===== src/rtl/debounce_bank.sv =====
// debounce_bank: N-channel debouncer. Each channel has a two-flop synchroniser, a stability
// counter driven by a shared prescaler tick, and rise/fall pulses. Auto-repeat is built with DEBOUNCE_REPEAT_EN.
module debounce_bank #(
  parameter int N            = 4,
  parameter int STABLE       = 31,
  parameter int TICK_DIV     = 1,
  parameter bit INIT         = 1'b1,
  parameter bit ACTIVE_LOW   = 1'b1,
  parameter int REPEAT_DELAY = 250,
  parameter int REPEAT_RATE  = 50
) (
  input  logic         clock,
  input  logic         reset_n,
  input  logic [N-1:0] inp,
  output logic [N-1:0] outp,
  output logic [N-1:0] rise,
  output logic [N-1:0] fall,
  output logic [N-1:0] rpt
);

  localparam int CW = $clog2(STABLE + 1);

  if (STABLE < 1 || TICK_DIV < 1 || REPEAT_DELAY < 1 || REPEAT_RATE < 1 ||
      REPEAT_RATE > REPEAT_DELAY) begin : g_bad_cfg
    $error("debounce_bank: illegal parameter set");
  end

  logic [N-1:0] s1_q, s2_q;

  // NOTE: sequential state always uses non-blocking assignments so every flop samples pre-edge values.
  always_ff @(posedge clock or negedge reset_n) begin
    if (!reset_n) begin
      s1_q <= {N{INIT}};
      s2_q <= {N{INIT}};
    end else begin
      s1_q <= inp;
      s2_q <= s1_q;
    end
  end

  logic tick;

  if (TICK_DIV == 1) begin : g_no_div
    assign tick = 1'b1;
  end else begin : g_div
    localparam int PW = $clog2(TICK_DIV);
    logic [PW-1:0] pre_q, pre_d;

    always_comb begin
      pre_d = (pre_q == PW'(TICK_DIV - 1)) ? '0 : pre_q + PW'(1);
    end

    always_ff @(posedge clock or negedge reset_n) begin
      if (!reset_n) pre_q <= '0;
      else          pre_q <= pre_d;
    end

    assign tick = (pre_q == PW'(TICK_DIV - 1));
  end

  logic [N-1:0][CW-1:0] cnt_q, cnt_d;
  logic [N-1:0]         outp_q, outp_d;
  logic [N-1:0]         rise_q, rise_d;
  logic [N-1:0]         fall_q, fall_d;
  logic [N-1:0]         commit;

  // NOTE: every combinational output gets a default first, so no path leaves it unassigned (no latch).
  always_comb begin
    cnt_d  = cnt_q;
    outp_d = outp_q;
    rise_d = '0;
    fall_d = '0;
    commit = '0;
    for (int i = 0; i < N; i++) begin
      if (s2_q[i] == outp_q[i]) begin
        // Any return to the committed level throws away progress, even on the commit tick.
        cnt_d[i] = '0;
      end else if (tick && cnt_q[i] == CW'(STABLE - 1)) begin
        commit[i] = 1'b1;
        outp_d[i] = s2_q[i];
        cnt_d[i]  = '0;
        rise_d[i] = s2_q[i];
        fall_d[i] = ~s2_q[i];
      end else if (tick) begin
        cnt_d[i] = cnt_q[i] + CW'(1);
      end
    end
  end

  always_ff @(posedge clock or negedge reset_n) begin
    if (!reset_n) begin
      cnt_q  <= '0;
      outp_q <= {N{INIT}};
      rise_q <= '0;
      fall_q <= '0;
    end else begin
      cnt_q  <= cnt_d;
      outp_q <= outp_d;
      rise_q <= rise_d;
      fall_q <= fall_d;
    end
  end

  assign outp = outp_q;
  assign rise = rise_q;
  assign fall = fall_q;

`ifdef DEBOUNCE_REPEAT_EN
  localparam int   RW  = $clog2(REPEAT_DELAY + 1);
  localparam logic ACT = ACTIVE_LOW ? 1'b0 : 1'b1;

  logic [N-1:0][RW-1:0] rc_q, rc_d;
  logic [N-1:0]         rpt_q, rpt_d;

  always_comb begin
    rc_d  = rc_q;
    rpt_d = '0;
    for (int i = 0; i < N; i++) begin
      if (outp_q[i] != ACT || commit[i]) begin
        rc_d[i] = '0;
      end else if (tick) begin
        if (rc_q[i] == RW'(REPEAT_DELAY - 1)) begin
          // Reload so the next terminal count is REPEAT_RATE ticks away.
          rpt_d[i] = 1'b1;
          rc_d[i]  = RW'(REPEAT_DELAY - REPEAT_RATE);
        end else begin
          rc_d[i] = rc_q[i] + RW'(1);
        end
      end
    end
  end

  always_ff @(posedge clock or negedge reset_n) begin
    if (!reset_n) begin
      rc_q  <= '0;
      rpt_q <= '0;
    end else begin
      rc_q  <= rc_d;
      rpt_q <= rpt_d;
    end
  end

  assign rpt = rpt_q;
`else
  assign rpt = '0;
`endif

endmodule


===== config.mk =====
export PLATFORM = sky130hd
export DESIGN_NAME = debounce_bank
export DESIGN_NICKNAME = d
export VERILOG_FILES = /design/src/rtl/debounce_bank.sv
export SDC_FILE = /design/constraint.sdc
export NUM_CORES = 1
export LEC_CHECK = 0
export BUFFER_PORTS_ARGS = -buffer_cell sky130_fd_sc_hd__buf_2
export CORE_MARGIN = 2
export CORE_UTILIZATION = 50
export DETAILED_ROUTE_END_ITERATION = 8
export PLACE_DENSITY = 0.71
export SKIP_LAST_GASP = 1
export SYNTH_ARGS = -nofsm -noshare
export SYNTH_HDL_FRONTEND = slang
export SYNTH_SLANG_ARGS = --single-unit

===== constraint.sdc =====
create_clock -name clock -period 3.5 [get_ports clock]
set_input_delay 0 -clock clock [delete_from_list [all_inputs] [get_ports clock]]
set_output_delay 0 -clock clock [all_outputs]
set_load 0.01 [all_outputs]

==> reports/summary.txt, run 1 <==
Worst Path Required - 3.77 ns
min-delay worst type - input pin to asynchronous set/reset pin
via count - 928
Max stage delay on crit path - 0.42 ns
number of synthesized register bits - 40
Leak - 0.935 nW
Place WS - 2.27 ns
Tcrit/Tclk final - 35.1%
fin nets - 163
clk_lat worst skew - 0.33 ns
Power Dens Cells - 413 mW/mm^2
CTS Buffer Depth - 2
Core Util, Final - 59.8%
reg2reg start - cnt_q[15]
H-tree level count - 2
final setup violating endpoints - 0
CTS tree - built
Slew HR - 45.0%
layout cell share with drive strength beyond 1 - 28.0%
Via density - 4.78
initial DRC count - 40
Setup crit end kind - flop
status - finished clean
FILL cells - 244
aggregate routed wire length - 2230 um
Fin. Hold Viols - 0
total CTS buffers - 5
most frequent cells in the layout - dfrtp_1, nor2_1, buf_2
Area growth syn-to-layout - 13.7%
Syn Inst Count - 121
CP bufs+invs - 1
Sequential Area - 0.00102 sq mm
hpwl dp - 1590 um
Initial DRT Pass Iterations - 4
die height - 60.7 um
Wirelength per Cell - 11.5 um
GP Congestion - 0.745
post-synthesis sequential area ratio - 63.3%
CP max-delay cell - dfrtp_1
CTS sink count - 40
pin count of the biggest net entering global routing - 41
max-cap violations - 0
CP Launch Type - flop
critical-path cell list - inv_1, ha_1, nand4_2, mux2_4
final setup margin - 2.27 ns
critical path startpoint - cnt_q[15]
first-pass GRT wire length - 3820 um
post-CTS setup buffers - 0
Placed Instance Area - 0.00173 sq mm
reg2reg path depth - 4
mapped cell area - 0.00161 sq mm
grt ovf - 0
skew final - 0.00467 ns
maximum clock rate - 813 MHz
num rows - 20
total power - 0.000754 W
residual DRC count - 0
stages on the worst setup path - 4
ant diodes - 0
Setup CP Type - flop to flop
cell family with most CP delay - flip-flops
Yosys cell types - 14
multi-input logic area - 556 sq um
RSZ-0062 raised after global routing - no
YS warnings - 0
Core Region - 0.00305 sq mm
Final Cell Area - 0.00183 sq mm
initial antenna violation count - 0
final setup TNS - 0 ns
average cell area after synthesis - 13.3 sq um
Max IR drop VDD - 0.249 mV
CTS root buffer - clkbuf_4
number of global-route vias before repair - 925
commonest non-fill, non-tap cell in the layout - dfrtp_1
total global-route track usage - 14.5%
max-slew violations - 0
post-route ant nets - 0
io pins - 22
Worst EP arrival - 1.50 ns
Die Width - 60.7 um
Worst-path clk slew - 0.10 ns
worst slew pin tran - 0.826 ns
DIE AREA - 0.00368 sq mm
Tmin final - 1.23 ns
PortBufs - 17
post-cts resize count - 0
worst-path fanout max - 4
Starting Density - 52.6%
==> per-stage QoR <==
stage	hold slack [ns]	std cells
2_1_floorplan	-0.296	124
3_3_place_gp	0.105	181
3_5_place_dp	0.106	181
4_1_cts	0.282	194
5_1_grt	0.267	194
6_report	0.292	194
==> worst reg2reg max path: cells and delay by family, from the launching register on <==
kind | cells | cell delay [ns]
adders and majority gates | 1 | 0.17
buffers and inverters | 1 | 0.08
muxes | 1 | 0.33
and+or+nand+nor | 1 | 0.16
DFF | 1 | 0.42
==> routing by layer <==
metal	vias up	share of wire (%)	GRT usage, %
li1	443	-	-
met1	464	42	17.0
met2	16	51	23.7
met3	5	4.5	5.76
met4	0	1.9	6.52
met5	-	0	0
==> power by group <==
group	internal, W	total (W)	switching, W	leakage, nW
clock network	0.0000801	0.000212	0.000132	0.0265
registers	0.000482	0.000497	0.0000150	0.506
logic	0.0000193	0.0000456	0.0000263	0.402
total	0.000581	0.000754	0.000173	0.935
==> sequential cells by signal (all words and copies together) (netlist names) <==
register,count
fall,4
s1_q,4
cnt_q,20
rise,4
s2_q,4
outp,4
==> Yosys cell counts, drive strengths merged <==
cell type,number,area [sq um]
buf,4,30.0
nand2,4,15.0
conb,1,3.75
ha,8,100
dfrtp,28,701
dfstp,12,315
xor2,12,105
nor2,20,75.1
nor3b,8,60.1
xnor2,4,35.0
inv,4,15.0
mux2,4,60.1
nand4,4,50.1
nand3,8,40.0
==> cell families (layout without fill, tap and decap cells) <==
group / count (synthesis) / count (layout) / synth area share (%)
AND/OR/NAND/NOR: 44 / 44 / 15.0
multiplexers: 4 / 4 / 3.74
buffers and inverters: 8 / 34 / 2.81
adder cells (fa/ha/maj): 8 / 8 / 6.24
other: 1 / 4 / 0.234
flip-flops: 40 / 40 / 63.3
XOR/XNOR: 16 / 16 / 8.73
==> repair_timing <==
item                                   4_1_cts  5_1_grt
setup endpoints to repair                    0        0
hold buffers                                 5        0
endpoints found under the hold margin       32        0
==> final cells by class <==
cell class,instances,share of cell area (%)
inverters,4,0.822
well taps,44,3.02
flip-flops and latches,40,55.7
clock buffers,8,2.67
repair buffers,22,7.40
multi-input cells,76,30.4
==> worst paths after layout <==
kind / to / slack, ns
worst max-delay path: outp[3] / 2.27
worst min-delay path: cnt_q[4] / 0.29
worst max register to register: outp[3] / 2.27
worst min register to register: s2_q[0] / 0.36
max in group asynchronous: cnt_q[19] / 2.69
min in group clock: s1_q[1] / 0.30
(Power assumes the default switching activity.)
==> inputs of run 2 (changes only) <==
==> constraint.sdc (replaced) <==
create_clock -name clock -period 1.2 [get_ports clock]
set_input_delay 0 -clock clock [delete_from_list [all_inputs] [get_ports clock]]
set_output_delay 0 -clock clock [all_outputs]
set_load 0.01 [all_outputs]
==> reports/summary.txt, run 2 (synthesis results as in run 1) <==
Setup crit end kind - flop
gr busiest metal - met2
io pins - 22 (unchanged)
Die Width - 60.7 um (unchanged)
layout cell share with drive strength beyond 1 - 37.8% (+9.8 points)
grt ovf - 0 (unchanged)
Switching Share - 22.5% (-0.39 points)
reg2reg start - cnt_q[5]
final setup violating endpoints - 2 (+2)
Area growth syn-to-layout - 21.2%
clk_lat worst skew - 0.32 ns (about the same)
CTS tree - built
flop-to-flop setup slack - -0.006 ns (-2.28 ns)
sw power - 0.000516 W (+200%)
most frequent cells in the layout - dfrtp_1, nor2_1, buf_2
Initial DRT Pass Iterations - 4 (unchanged)
Fin. Hold Viols - 0 (unchanged)
Place WS - -0.00911 ns (-2.28 ns)
fin nets - 169 (+3.7%)
Worst-path clk slew - 0.10 ns (about the same)
status - finished, violations left
PortBufs - 17 (unchanged)
cell family with most CP delay - flip-flops
CTS Buffer Depth - 2 (unchanged)
post-route ant nets - 0 (unchanged)
max-slew violations - 0 (unchanged)
maximum clock rate - 829 MHz (+2.0%)
Logic pwr share - 7.4% (+1.4 points)
total power - 0.00229 W (+200%)
number of global-route vias before repair - 954 (+3.1%)
total CTS buffers - 5 (unchanged)
Tmin final - 1.21 ns (-0.0244 ns)
initial antenna violation count - 0 (unchanged)
Max IR drop VDD - 0.900 mV (+260%)
DIE AREA - 0.00368 sq mm (unchanged)
Power Dens Cells - 1180 mW/mm^2 (+190%)
reg2reg path depth - 4 (unchanged)
aggregate routed wire length - 2440 um (+9.6%)
max reg flops - 20 (unchanged)
H-tree level count - 2 (unchanged)
pin count of the biggest net entering global routing - 41 (unchanged)
skew final - 0.00548 ns (+0.000811 ns)
CP Launch Type - flop
min-delay worst type - input pin to asynchronous set/reset pin
GRT met2 Usage - 28.1% (+4.5 points)
Worst EP arrival - 1.46 ns (-0.04 ns)
worst-path fanout max - 4 (unchanged)
via count - 951 (+2.5%)
Via density - 4.76 (-0.60%)
ant diodes - 0 (unchanged)
Worst Path Required - 1.46 ns (-2.31 ns)
Int Power - 0.00177 W (+210%)
final setup margin - -0.00558 ns (-2.28 ns)
grt met3 use - 5.12% (-0.64 points)
CTS sink count - 40 (unchanged)
Clk pwr share - 29.2% (+1.1 points)
Leak - 0.981 nW (+4.9%)
failing checks - negative setup slack
worst flop-to-flop path endpoint - outp[1]
critical-path cell list - inv_1, ha_2, nand4_4, mux2_4
first-pass GRT wire length - 4220 um (+10%)
CTS root buffer - clkbuf_4
die height - 60.7 um (unchanged)
commonest non-fill, non-tap cell in the layout - dfrtp_1
CP max-delay cell - dfrtp_1
CP bufs+invs - 1 (unchanged)
Wirelength per Cell - 12.2 um (+6.3%)
Max stage delay on crit path - 0.43 ns (about the same)
GP Congestion - 0.726 (-2.6%)
residual DRC count - 0 (unchanged)
Setup CP Type - flop to flop
Tcrit/Tclk final - 100% (+65 points)
sequential share of power - 63.4% (-2.5 points)
Starting Density - 52.6% (unchanged)
num rows - 20 (unchanged)
total global-route track usage - 16.1% (+1.6 points)
max-cap violations - 0 (unchanged)
Biggest register - cnt_q
RSZ-0062 raised after global routing - yes
initial DRC count - 27 (-33%)
hpwl dp - 1620 um (+1.6%)
met1 Usage GRT - 17.8% (+0.80 points)
Core Region - 0.00305 sq mm (unchanged)
[run 2: through the flow]
step | hold WS, ns | utilization [%] | instance area [sq um] | std cells | setup TNS, ns
final | 0.243 | 63.7 | 1950 | 200 | -0.00739
after global routing | 0.286 | 63.7 | 1950 | 200 | -0.399
after CTS | 0.247 | 61.4 | 1880 | 199 | 0
after detailed placement | 0.0795 | 56.8 | 1730 | 182 | -0.0148
after global placement | 0.0727 | 56.8 | 1730 | 182 | 0
after floorplan | -0.296 | - | 1620 | 124 | 0
[run 2: tightest hold or removal path, delay by kind of cell]
family,cells,cell delay (ns)
buffers and inverters,3,1.01
[run 2: repair_timing]
action	in CTS	in global routing
setup endpoints to repair	11	30
pin swaps	0	2
gates resized for setup	1	13
hold buffers	5	0
hold endpoints to repair	32	0
cloned	0	0
setup buffers	4	1
[run 2: cell type report]
class	instances	area, sq um
Fill cell	239	1110
Sequential cell	40	1020
Multi-Input combinational cell	76	621
Timing Repair Buffer	28	180
Clock buffer	8	58.8
Tap cell	44	55.1
Inverter	4	15.0
[run 2: worst max-delay path by stage]
stage | from | endpoint | cells past startpoint
floorplan | cnt_q[5] | outp[1] | 4
global placement | cnt_q[15] | outp[3] | 4
detailed placement | cnt_q[15] | outp[3] | 4
CTS | cnt_q[10] | outp[2] | 4
global route | cnt_q[0] | outp[0] | 4
finish | cnt_q[5] | outp[1] | 4
[run 2: power groups by stage]
stage / sequential, W / clock (W) / combinational [W]
6_report: 0.00145 / 0.000668 / 0.000170
3_3_place_gp: 0.00147 / 0 / 0.000118
4_1_cts: 0.00145 / 0.000690 / 0.000158
2_1_floorplan: 0.00146 / 0 / 0.0000838
3_5_place_dp: 0.00147 / 0 / 0.000128
5_1_grt: 0.00146 / 0.000755 / 0.000197
[run 2: routing by layer]
| metal | vias to the layer above | share of wire, % |
|---|---|---|
| met5 | - | 0 |
| met4 | 0 | 1.3 |
| met3 | 5 | 3.6 |
| met2 | 15 | 55 |
| met1 | 478 | 41 |
| li1 | 453 | - |
